$ cat src/rtl/wb_trace_pkg.sv
// Shared types for the writeback trace buffer: FSM states, record layout and
// the drop-counter width.
package wb_trace_pkg;

    localparam int unsigned RD_W     = 5;
    localparam int unsigned DROP_W   = 16;
    localparam int unsigned DEF_XLEN = 32;
    localparam int unsigned DEF_TS_W = 16;

    typedef enum logic [1:0] {
        S_IDLE    = 2'd0,
        S_CAPTURE = 2'd1,
        S_DONE    = 2'd2
    } state_t;

    // One trace record at the default XLEN/TS_W geometry.
    typedef struct packed {
        logic [RD_W-1:0]     rd;
        logic [DEF_XLEN-1:0] data;
        logic [DEF_TS_W-1:0] ts;
    } wb_rec_t;

    function automatic logic [DROP_W-1:0] sat_inc(input logic [DROP_W-1:0] v);
        return (v == {DROP_W{1'b1}}) ? v : v + DROP_W'(1);
    endfunction

endpackage

$ cat src/rtl/wb_trace_fifo.sv
// First-word-fall-through record FIFO with optional overwrite of the oldest
// entry when a push meets a full FIFO.
module wb_trace_fifo
    import wb_trace_pkg::*;
#(
    parameter int unsigned W     = 8,
    parameter int unsigned DEPTH = 16
) (
    input  logic                     clk,
    input  logic                     rst,
    input  logic                     clr,
    input  logic                     push,
    input  logic                     wrap,
    input  logic                     ready,
    input  logic [W-1:0]             wr_data,
    output logic                     valid,
    output logic [W-1:0]             rd_data,
    output logic [$clog2(DEPTH):0]   count,
    output logic                     full_c,
    output logic                     pop_c
);

    localparam int unsigned PW = $clog2(DEPTH);
    localparam int unsigned CW = PW + 1;

    logic [W-1:0]  mem [DEPTH];
    logic [PW-1:0] head;
    logic [PW-1:0] tail;
    logic          wr_en;
    logic          ovw;

    assign full_c  = (count == CW'(DEPTH));
    assign pop_c   = valid && ready;
    assign wr_en   = push && (!full_c || pop_c || wrap);
    assign ovw     = push && full_c && !pop_c && wrap;
    // Gate the head so reset/empty present zeros rather than stale storage.
    assign rd_data = valid ? mem[head] : {W{1'b0}};

    always_ff @(posedge clk) begin
        if (wr_en) begin
            mem[tail] <= wr_data;
        end
    end

    always_ff @(posedge clk or posedge rst) begin
        if (rst) begin
            head  <= '0;
            tail  <= '0;
            count <= '0;
            valid <= 1'b0;
        end else if (clr) begin
            head  <= '0;
            tail  <= '0;
            count <= '0;
            valid <= 1'b0;
        end else begin
            if (wr_en) begin
                tail <= tail + PW'(1);
            end
            if (pop_c || ovw) begin
                head <= head + PW'(1);
            end
            // Push+pop and overwrite-while-full both leave count unchanged.
            if (push && !pop_c && !full_c) begin
                count <= count + CW'(1);
                valid <= 1'b1;
            end else if (pop_c && !push) begin
                count <= count - CW'(1);
                valid <= (count != CW'(1));
            end
        end
    end

endmodule

$ cat src/rtl/wb_trace_buf.sv
// Register-writeback trace buffer: filters CPU writebacks by rd and queues them
// for draining. Define WB_TRACE_TS_EN to store a per-record cycle timestamp.
module wb_trace_buf
    import wb_trace_pkg::*;
#(
    parameter int unsigned XLEN  = 32,
    parameter int unsigned DEPTH = 16,
    parameter int unsigned TS_W  = 16
) (
    input  logic                   clk,
    input  logic                   rst,
    input  logic                   wb_en,
    input  logic [4:0]             wb_rd,
    input  logic [XLEN-1:0]        wb_data,
    input  logic                   arm,
    input  logic                   stop,
    input  logic                   wrap_mode,
    input  logic [31:0]            rd_mask,
    output logic                   out_valid,
    input  logic                   out_ready,
    output logic [4:0]             out_rd,
    output logic [XLEN-1:0]        out_data,
    output logic [TS_W-1:0]        out_ts,
    output logic [$clog2(DEPTH):0] count,
    output logic                   capturing,
    output logic [DROP_W-1:0]      dropped
);

`ifdef WB_TRACE_TS_EN
    localparam int unsigned REC_W = RD_W + XLEN + TS_W;
    logic [TS_W-1:0] ts;
`else
    localparam int unsigned REC_W = RD_W + XLEN;
`endif

    state_t           state;
    logic             wrap_q;
    logic             full_stop;
    logic             match_c;
    logic             accept_c;
    logic             lost_c;
    logic             stop_full_c;
    logic             full_c;
    logic             pop_c;
    logic [REC_W-1:0] wr_rec;
    logic [REC_W-1:0] rd_rec;

    // Writebacks in the arm cycle are never captured.
    assign match_c     = wb_en && (wb_rd != RD_W'(0)) && rd_mask[wb_rd];
    assign accept_c    = (state == S_CAPTURE) && !arm && match_c;
    assign stop_full_c = accept_c && full_c && !pop_c && !wrap_q;
    // After a full-stop, matching writebacks that still find no room are lost too.
    assign lost_c      = match_c && !arm && full_c && !pop_c &&
                         ((state == S_CAPTURE) || ((state == S_DONE) && full_stop));

`ifdef WB_TRACE_TS_EN
    assign wr_rec   = {wb_rd, wb_data, ts};
    assign out_rd   = rd_rec[REC_W-1 -: RD_W];
    assign out_data = rd_rec[XLEN+TS_W-1 -: XLEN];
    assign out_ts   = rd_rec[TS_W-1:0];

    always_ff @(posedge clk or posedge rst) begin
        if (rst) begin
            ts <= '0;
        end else if (arm) begin
            ts <= '0;
        end else begin
            ts <= ts + TS_W'(1);
        end
    end
`else
    assign wr_rec   = {wb_rd, wb_data};
    assign out_rd   = rd_rec[REC_W-1 -: RD_W];
    assign out_data = rd_rec[XLEN-1:0];
    assign out_ts   = {TS_W{1'b0}};
`endif

    wb_trace_fifo #(
        .W     (REC_W),
        .DEPTH (DEPTH)
    ) u_fifo (
        .clk     (clk),
        .rst     (rst),
        .clr     (arm),
        .push    (accept_c),
        .wrap    (wrap_q),
        .ready   (out_ready),
        .wr_data (wr_rec),
        .valid   (out_valid),
        .rd_data (rd_rec),
        .count   (count),
        .full_c  (full_c),
        .pop_c   (pop_c)
    );

    // Capture FSM; arm restarts from any state and beats a simultaneous stop.
    always_ff @(posedge clk or posedge rst) begin
        if (rst) begin
            state     <= S_IDLE;
            capturing <= 1'b0;
            wrap_q    <= 1'b0;
            full_stop <= 1'b0;
        end else if (arm) begin
            state     <= S_CAPTURE;
            capturing <= 1'b1;
            wrap_q    <= wrap_mode;
            full_stop <= 1'b0;
        end else begin
            case (state)
                S_CAPTURE: begin
                    if (stop_full_c) begin
                        state     <= S_DONE;
                        capturing <= 1'b0;
                        full_stop <= 1'b1;
                    end else if (stop) begin
                        state     <= S_DONE;
                        capturing <= 1'b0;
                    end
                end
                default: ;
            endcase
        end
    end

    always_ff @(posedge clk or posedge rst) begin
        if (rst) begin
            dropped <= '0;
        end else if (arm) begin
            dropped <= '0;
        end else if (lost_c) begin
            dropped <= sat_inc(dropped);
        end
    end

endmodule

$ cat config.mk
export PLATFORM = sky130hd
export DESIGN_NAME = wb_trace_buf
export DESIGN_NICKNAME = d
export VERILOG_FILES = /design/src/rtl/wb_trace_pkg.sv /design/src/rtl/wb_trace_fifo.sv /design/src/rtl/wb_trace_buf.sv
export SDC_FILE = /design/constraint.sdc
export NUM_CORES = 1
export LEC_CHECK = 0
export CAP_MARGIN = 5
export CELL_PAD_IN_SITES_DETAIL_PLACEMENT = 0
export CELL_PAD_IN_SITES_GLOBAL_PLACEMENT = 1
export CORE_ASPECT_RATIO = 0.6
export CORE_MARGIN = 1
export CORE_UTILIZATION = 55
export DETAILED_ROUTE_END_ITERATION = 8
export DONT_BUFFER_PORTS = 1
export PLACE_DENSITY = 0.86
export SLEW_MARGIN = 25
export SYNTH_ARGS = -nofsm -noshare
export SYNTH_HDL_FRONTEND = slang
export SYNTH_SLANG_ARGS = --single-unit
$ cat constraint.sdc
create_clock -name clk -period 5.8 [get_ports clk]
set_input_delay 0.87 -clock clk [delete_from_list [all_inputs] [get_ports clk]]
set_output_delay 0.87 -clock clk [all_outputs]
set_load 0.02 [all_outputs]
==> run_results.csv, run 1 <==
group,metric,value,unit
sta,report.final.slew_viol_count,0,
synthesis,ys_ff_latch,626,
drt,dr.pass1.iters,5,
layout,fin_nets,1239,
floorplanning,core_area,0.0448,mm^2
clocking,cts_resized,0,
hold_path,hp-class,"in2async",
global_route,grt_antenna_before_repair,2,
clocking,cts_max_level,2,
synthesis,yosysWarnings,0,
synthesis,synth_area_per_cell,22.2,um^2
synthesis,synth_seq_area_share,74.5,%
floorplanning,placement_rows,60,
layout,fillers,2948,
synthesis,yosysTopAreaCell,"edfxtp_1",
synthesis,synth_simple_gate_area_share,3.21,%
setup_path,crit_buf_inv,1,
setup_path,critPathMostFrequentCell,"mux4_2",
setup_path,cpPeakStageDelay,1.06,ns
synthesis,synth_area_leaders,"edfxtp_1 (71%), mux4_2 (17%), dfrtp_1 (3.4%), and2_1 (0.98%), mux4_1 (0.63%)",
placement,gp_congestion,0.777,
floorplanning,start_util,55.8,%
clocking,cts_buffers,53,
layout,multiInputGateArea,0.00602,mm^2
drt,viasPerCell,6.44,
global_route,grt_pass1_vias,11835,
drt,drc,0,
placement,dpl.hpwl,28.6,mm
global_route,grt_overflow,0,
floorplanning,dieHeight,167,um
synthesis,synth_mux_area_share,17.8,%
sta,hold_violations,0,
setup_path,start_kind,"flop",
sta,tightest_slew,1.02,ns
clocking,post_cts_buffers,0,
synthesis,synth_top_area_share,71.1,%
clocking,cts.sink_count,626,
global_route,grt_use_total,23.1,%
pwr,irDropWorstVdd,0.000223,V
setup_path,worstSetupEndpointType,"output pin",
setup_path,worstPathMaxFanout,63,
setup_path,worstPathArrival,3.33,ns
synthesis,synth_fa_ha_area_share,0.501,%
sta,relSlewSlack,32.1,%
setup_path,ff2ff_path_depth,6,
sta,setup_viol,0,
synthesis,synth_ff_type,"edfxtp_1",
setup_path,crit_type,"reg2out",
setup_path,crit_slowest_cell,"dfrtp_4",
synthesis,yosys.cell_types.count,60,
setup_path,r2r_start,"u_fifo.valid$_DFFE_PP0P_",
flow_run,drv_cap,0,
synthesis,synth_top_family_by_area,"multiplexers",
layout,antenna_cells,0,
setup_path,r2r-end,"u_fifo.mem[4][18]$_DFFE_PP_",
synthesis,synth_compound_gate_area_share,1.48,%
drt,routed_wirelength,52.3,mm
sta,fin_crit_sh,72.4,%
setup_path,r2r_slack,2.04,ns
layout,drive_gt1_share,27.4,%
layout,synthToLayoutAreaGrowth,9.77,%
placement,port_buffers,0,
drt,drtIter0Drc,1303,
clocking,cts_root_buf,"clkbuf_16",
layout,stdcell_area,0.0274,mm^2
synthesis,synth_cells,1128,
setup_path,crit_required,4.93,ns
clocking,cts.path.max_buffers,3,
synthesis,synth-edff-count,592,
synthesis,syn_area,0.0250,mm^2
floorplanning,die_area,0.0463,mm^2
clocking,path_clk_slew,0.07,ns
global_route,grt_max_degree,64,
sta,min_period,4.20,ns
pwr,cellPowerDensity,325,mW/mm^2
drt,num_vias,11465,
pwr,leakagePower,8.52,nW
sta,setup_tns,0,ns
sta,fin_skew,0.0199,ns
layout,final_core_util,61.2,%
synthesis,synth_xor_area_share,0.561,%
status,run_status,"completed",
clocking,cts_tree,"yes",
synthesis,async_flop_share,5.43,%
floorplanning,die_x,277,um
clocking,insertion_delay,0.58,ns
clocking,cts_hold_buf,0,
setup_path,path_cells,"buf_4, mux4_2, mux4_2, and2_1",
placement,placed_cell_area,0.0257,mm^2
global_route,grt_first_pass_wirelength,78.2,mm
sta,rsz0062_at_grt,"no",
drt,wl_per_cell,29.4,um
floorplanning,pin_count,152,
setup_path,critical-path-top-delay-family,"flip-flops",
drt,drtAntennaViolNets,0,
layout,register_area,0.0186,mm^2
sta,fmax,0.238,GHz
==> power breakdown <==
group	switching (mW)	internal (mW)	leakage (nW)
Sequential	0.0581	4.97	5.78
Combinational	0.159	0.157	1.91
Clock	1.55	2.01	0.835
==> kinds of logic after synthesis <==
logic type               count (synthesis)
flip-flops                             626
AO/OA/AOI/OAI                           46
AND/OR/NAND/NOR                        140
other                                    1
XOR/XNOR                                16
buffers and inverters                   86
multiplexers                           203
adder cells (fa/ha/maj)                 10
==> worst register-to-register path: cells and delay by family, from the launching register on <==
kind | cells | cell delay (ns)
and+or+nand+nor | 3 | 1.32
DFF | 1 | 1.04
buffers and inverters | 2 | 0.70
AOI/OAI and AO/OA | 1 | 0.39
==> flip-flops by register name (all words and copies together) (netlist names) <==
signal and flops:
u_fifo.mem 592, wrap_q 1, state 2, dropped 16, u_fifo.count 5, full_stop 1
u_fifo.head 4, u_fifo.valid 1, u_fifo.tail 4
==> per-stage QoR <==
step	setup slack [ns]	hold slack, ns	std cells	total power, mW
2_1_floorplan	0.127	0.454	1143	5.38
3_3_place_gp	1.89	0.464	1686	5.44
3_5_place_dp	1.86	0.481	1686	5.44
4_1_cts	1.54	0.278	1780	8.96
5_1_grt	1.48	0.324	1781	9.16
6_report	1.60	0.284	1781	8.91
==> layer usage <==
layer / vias up / routed length [um] / global-route usage (%)
li1: 4736 / - / -
met1: 6152 / 21800 / 34.2
met2: 505 / 24800 / 34.9
met3: 72 / 4700 / 5.78
met4: 0 / 1020 / 6.18
met5: - / 0 / 0
==> synth_stat cells, types with 3 or more instances <==
master    instances
buf_1             9
xor2_1           11
clkbuf_1         38
buf_6             6
nor2_1           27
nor2b_1           5
xnor2_1           5
nand4_1           6
a22oi_1           4
mux2i_1           7
o21ai_0           8
inv_1            12
mux4_1            6
dfrtp_1          34
o22ai_1           3
buf_4            17
mux4_2          185
a21o_1            3
nor3_1            7
and2_1           39
edfxtp_1        592
nand2_1          16
ha_1             10
and3_1           15
nand3_1           8
mux2_2            4
a21oi_1           6
or4_1             3
a211o_1           3
==> worst max path at each step <==
stage | slack (ns) | from | to | depth (start not counted)
3_5_place_dp | 1.86 | wb_rd[0] | u_fifo.mem[7][19]$_DFFE_PP_ | 7
6_report | 1.60 | u_fifo.head[1]$_DFFE_PP0P_ | out_rd[0] | 4
3_3_place_gp | 1.89 | wb_rd[0] | u_fifo.mem[7][15]$_DFFE_PP_ | 7
5_1_grt | 1.48 | u_fifo.head[1]$_DFFE_PP0P_ | out_data[29] | 4
2_1_floorplan | 0.13 | wb_rd[0] | u_fifo.mem[1][0]$_DFFE_PP_ | 8
4_1_cts | 1.54 | u_fifo.head[1]$_DFFE_PP0P_ | out_rd[0] | 4
==> area by class of cell <==
type / count / share of cell area (%)
flip-flops and latches: 626 / 68.0
inverters: 12 / 0.164
repair buffers: 29 / 1.00
multi-input cells: 431 / 21.9
well taps: 589 / 2.69
clock buffers: 65 / 5.08
clock inverters: 29 / 1.18
==> cell usage in the layout, fill, tap and decap left out, types with 5 or more instances in the layout <==
cell       Yosys  final
a21oi_1        6      6
and2_1        39     39
and3_1        15      7
and3_2         0      8
buf_4         17     25
bufinv_16      0      7
clkbuf_1      38     11
clkbuf_16      0     54
clkinv_1       0     12
clkinv_2       0      6
conb_1         1     16
dfrtp_1       34     29
edfxtp_1     592    592
ha_1          10     10
inv_1         12     12
mux2i_1        7      7
mux4_1         6      6
mux4_2       185    185
nand2_1       16     16
nand3_1        8      8
nand4_1        6      6
nor2_1        27     23
nor2b_1        5      5
o21ai_0        8      8
xnor2_1        5      5
xor2_1        11     11
Power figures use the tool's default switching activity.
==> run 2: changes to the inputs <==
- CORE_UTILIZATION: 55 -> 51
- PLACE_DENSITY: 0.86 -> 0.84
- clock period: 5.8 -> 3.8 ns (I/O delays scaled with it)
==> run_results.csv, run 2 (synthesis gave the netlist of run 1 again) <==
group,metric,value,unit
setup_path,worstPathArrival,2.97,ns
clocking,path_clk_slew,0.07,ns
pwr,irDropWorstVdd,0.000386,V
layout,fin_cells,1853,
pwr,cellPowerDensity,487,mW/mm^2
layout,stdcell_area,0.0279,mm^2
sta,rsz0062_at_grt,"no",
flow_run,drv_cap,0,
floorplanning,die_x,288,um
drt,wl_per_cell,29.0,um
hold_path,worstHoldStart,"arm",
global_route,grt_first_pass_wirelength,79.0,mm
layout,fin_nets,1256,
layout,final_cell_mix,"edfxtp_1 (592), mux4_2 (185), clkbuf_16 (54)",
sta,fin_skew,0.0327,ns
setup_path,critical-path-top-delay-family,"multiplexers",
global_route,grt_use_total,21.9,%
floorplanning,start_util,52.0,%
global_route,grt_overflow,0,
clocking,cts_buffers,54,
sta,tightest_slew,1.04,ns
status,violations,"design-rule violations",
pwr,leakagePower,8.63,nW
sta,report.final.slew_viol_count,0,
setup_path,start_kind,"flop",
placement,dpl.hpwl,30.3,mm
floorplanning,die_area,0.0499,mm^2
global_route,grt_max_degree,78,
setup_path,crit_buf_inv,1,
clocking,cts_tree,"yes",
setup_path,crit_slowest_cell,"dfrtp_4",
setup_path,crit_required,3.23,ns
drt,drtIter0Drc,1449,
layout,top_register,"u_fifo.mem",
clocking,cts_max_level,2,
setup_path,worstSetupEndpointType,"output pin",
layout,largest_reg_flops,592,
floorplanning,dieHeight,173,um
floorplanning,placement_rows,62,
drt,num_vias,11585,
clocking,cts.path.max_buffers,3,
clocking,post_cts_buffers,0,
clocking,cts_hold_buf,0,
clocking,cts.sink_count,626,
layout,reg_top3,"u_fifo.mem: 592 flops, dropped: 16 flops, u_fifo.count: 5 flops",
drt,viasPerCell,6.25,
drt,routed_wirelength,53.7,mm
setup_path,crit_type,"reg2out",
sta,hold_violations,0,
setup_path,path_cells,"buf_12, mux4_2, mux4_2, and2_1",
layout,drive_gt1_share,28.8,%
layout,antenna_cells,0,
drt,drc,13,
sta,min_period,3.54,ns
placement,placed_cell_area,0.0262,mm^2
status,run_status,"complete, but fails checks",
placement,dpl.cell_count,1754,
setup_path,r2r_start,"state[0]$_DFFE_PP0P_",
setup_path,crit_start,"u_fifo.head[0]$_DFFE_PP0P_",
layout,layout_commonest_cell,"edfxtp_1",
sta,fin_crit_sh,93.2,%
drt,drtAntennaViolNets,0,
sta,setup_viol,0,
floorplanning,pin_count,152,
placement,gp_congestion,0.816,
setup_path,critPathMostFrequentCell,"mux4_2",
global_route,grt_pass1_vias,11776,
setup_path,worstPathMaxFanout,45,
hold_path,hp-class,"in2reg",
drt,dr.pass1.iters,7,
sta,fmax,0.282,GHz
global_route,grt_antenna_before_repair,2,
sta,relSlewSlack,30.9,%
floorplanning,core_area,0.0481,mm^2
clocking,cts_resized,0,
setup_path,cpPeakStageDelay,0.63,ns
layout,synthToLayoutAreaGrowth,11.6,%
setup_path,r2r_slack,0.79,ns
clocking,insertion_delay,0.60,ns
placement,port_buffers,0,
clocking,cts_root_buf,"clkbuf_16",
## run 2: changes by cell type in the layout (fill, tap and decap cells not counted), sizes merged
cell	change
bufinv	-2
clkinvlp	+3
clkinv	+4
buf	+16
clkbuf	-1
inv	+1
## run 2: worst paths after layout
kind	end	cells after the start
max in group asynchronous	u_fifo.head[2]$_DFFE_PP0P_	2
max reg2reg	u_fifo.head[3]$_DFFE_PP0P_	7
min	u_fifo.valid$_DFFE_PP0P_	1
max	out_data[22]	4
min in group asynchronous	u_fifo.count[1]$_DFFE_PP0P_	1
min reg2reg	full_stop$_DFFE_PP0P_	1
## run 2: power breakdown
| group | internal (mW) | total [mW] | switching, mW |
|---|---|---|---|
| sequential | 7.58 | 7.66 | 0.0772 |
| clock | 2.96 | 5.41 | 2.45 |
| combinational | 0.247 | 0.504 | 0.256 |
## run 2: cell type report
| class | instances | area [um^2] |
|---|---|---|
| clock inverter | 35 | 317 |
| timing repair buffer | 45 | 663 |
| clock buffer | 64 | 1390 |
| inverter | 12 | 45.0 |
| tap | 640 | 801 |
| multi-input combinational | 431 | 6030 |
| sequential | 626 | 18600 |
| fill | 3380 | 20200 |
## run 2: stage by stage
stage	setup TNS, ns	total power [mW]	hold slack (ns)	util, %	setup slack (ns)
3_5_place_dp	0	8.31	0.479	54.4	0.783
2_1_floorplan	-34.07	8.22	0.454	-	-0.460
6_report	0	13.6	0.0541	58.0	0.260
3_3_place_gp	0	8.31	0.467	54.4	0.801
4_1_cts	0	13.7	0.0284	58.0	0.208
5_1_grt	0	13.9	0.0320	58.0	0.121
## run 2: routing by layer
metal  wire length (um)  GRT usage, %  vias up
li1                   -             -     4779
met1              23600          33.7     6303
met2              25100          32.4      442
met3               4170          4.64       61
met4                814          4.81        0
met5                  0             0        -
## run 2: worst reg2reg max path, stage by stage, from the launching register on
cell and delay [ns]:
dfrtp_1 0.57, nand2b_4 0.10, a2111o_1 0.48, a2111oi_2 0.73, nor2_2 0.15, o31ai_4 0.38
nand4_1 0.15, mux2_1 0.33
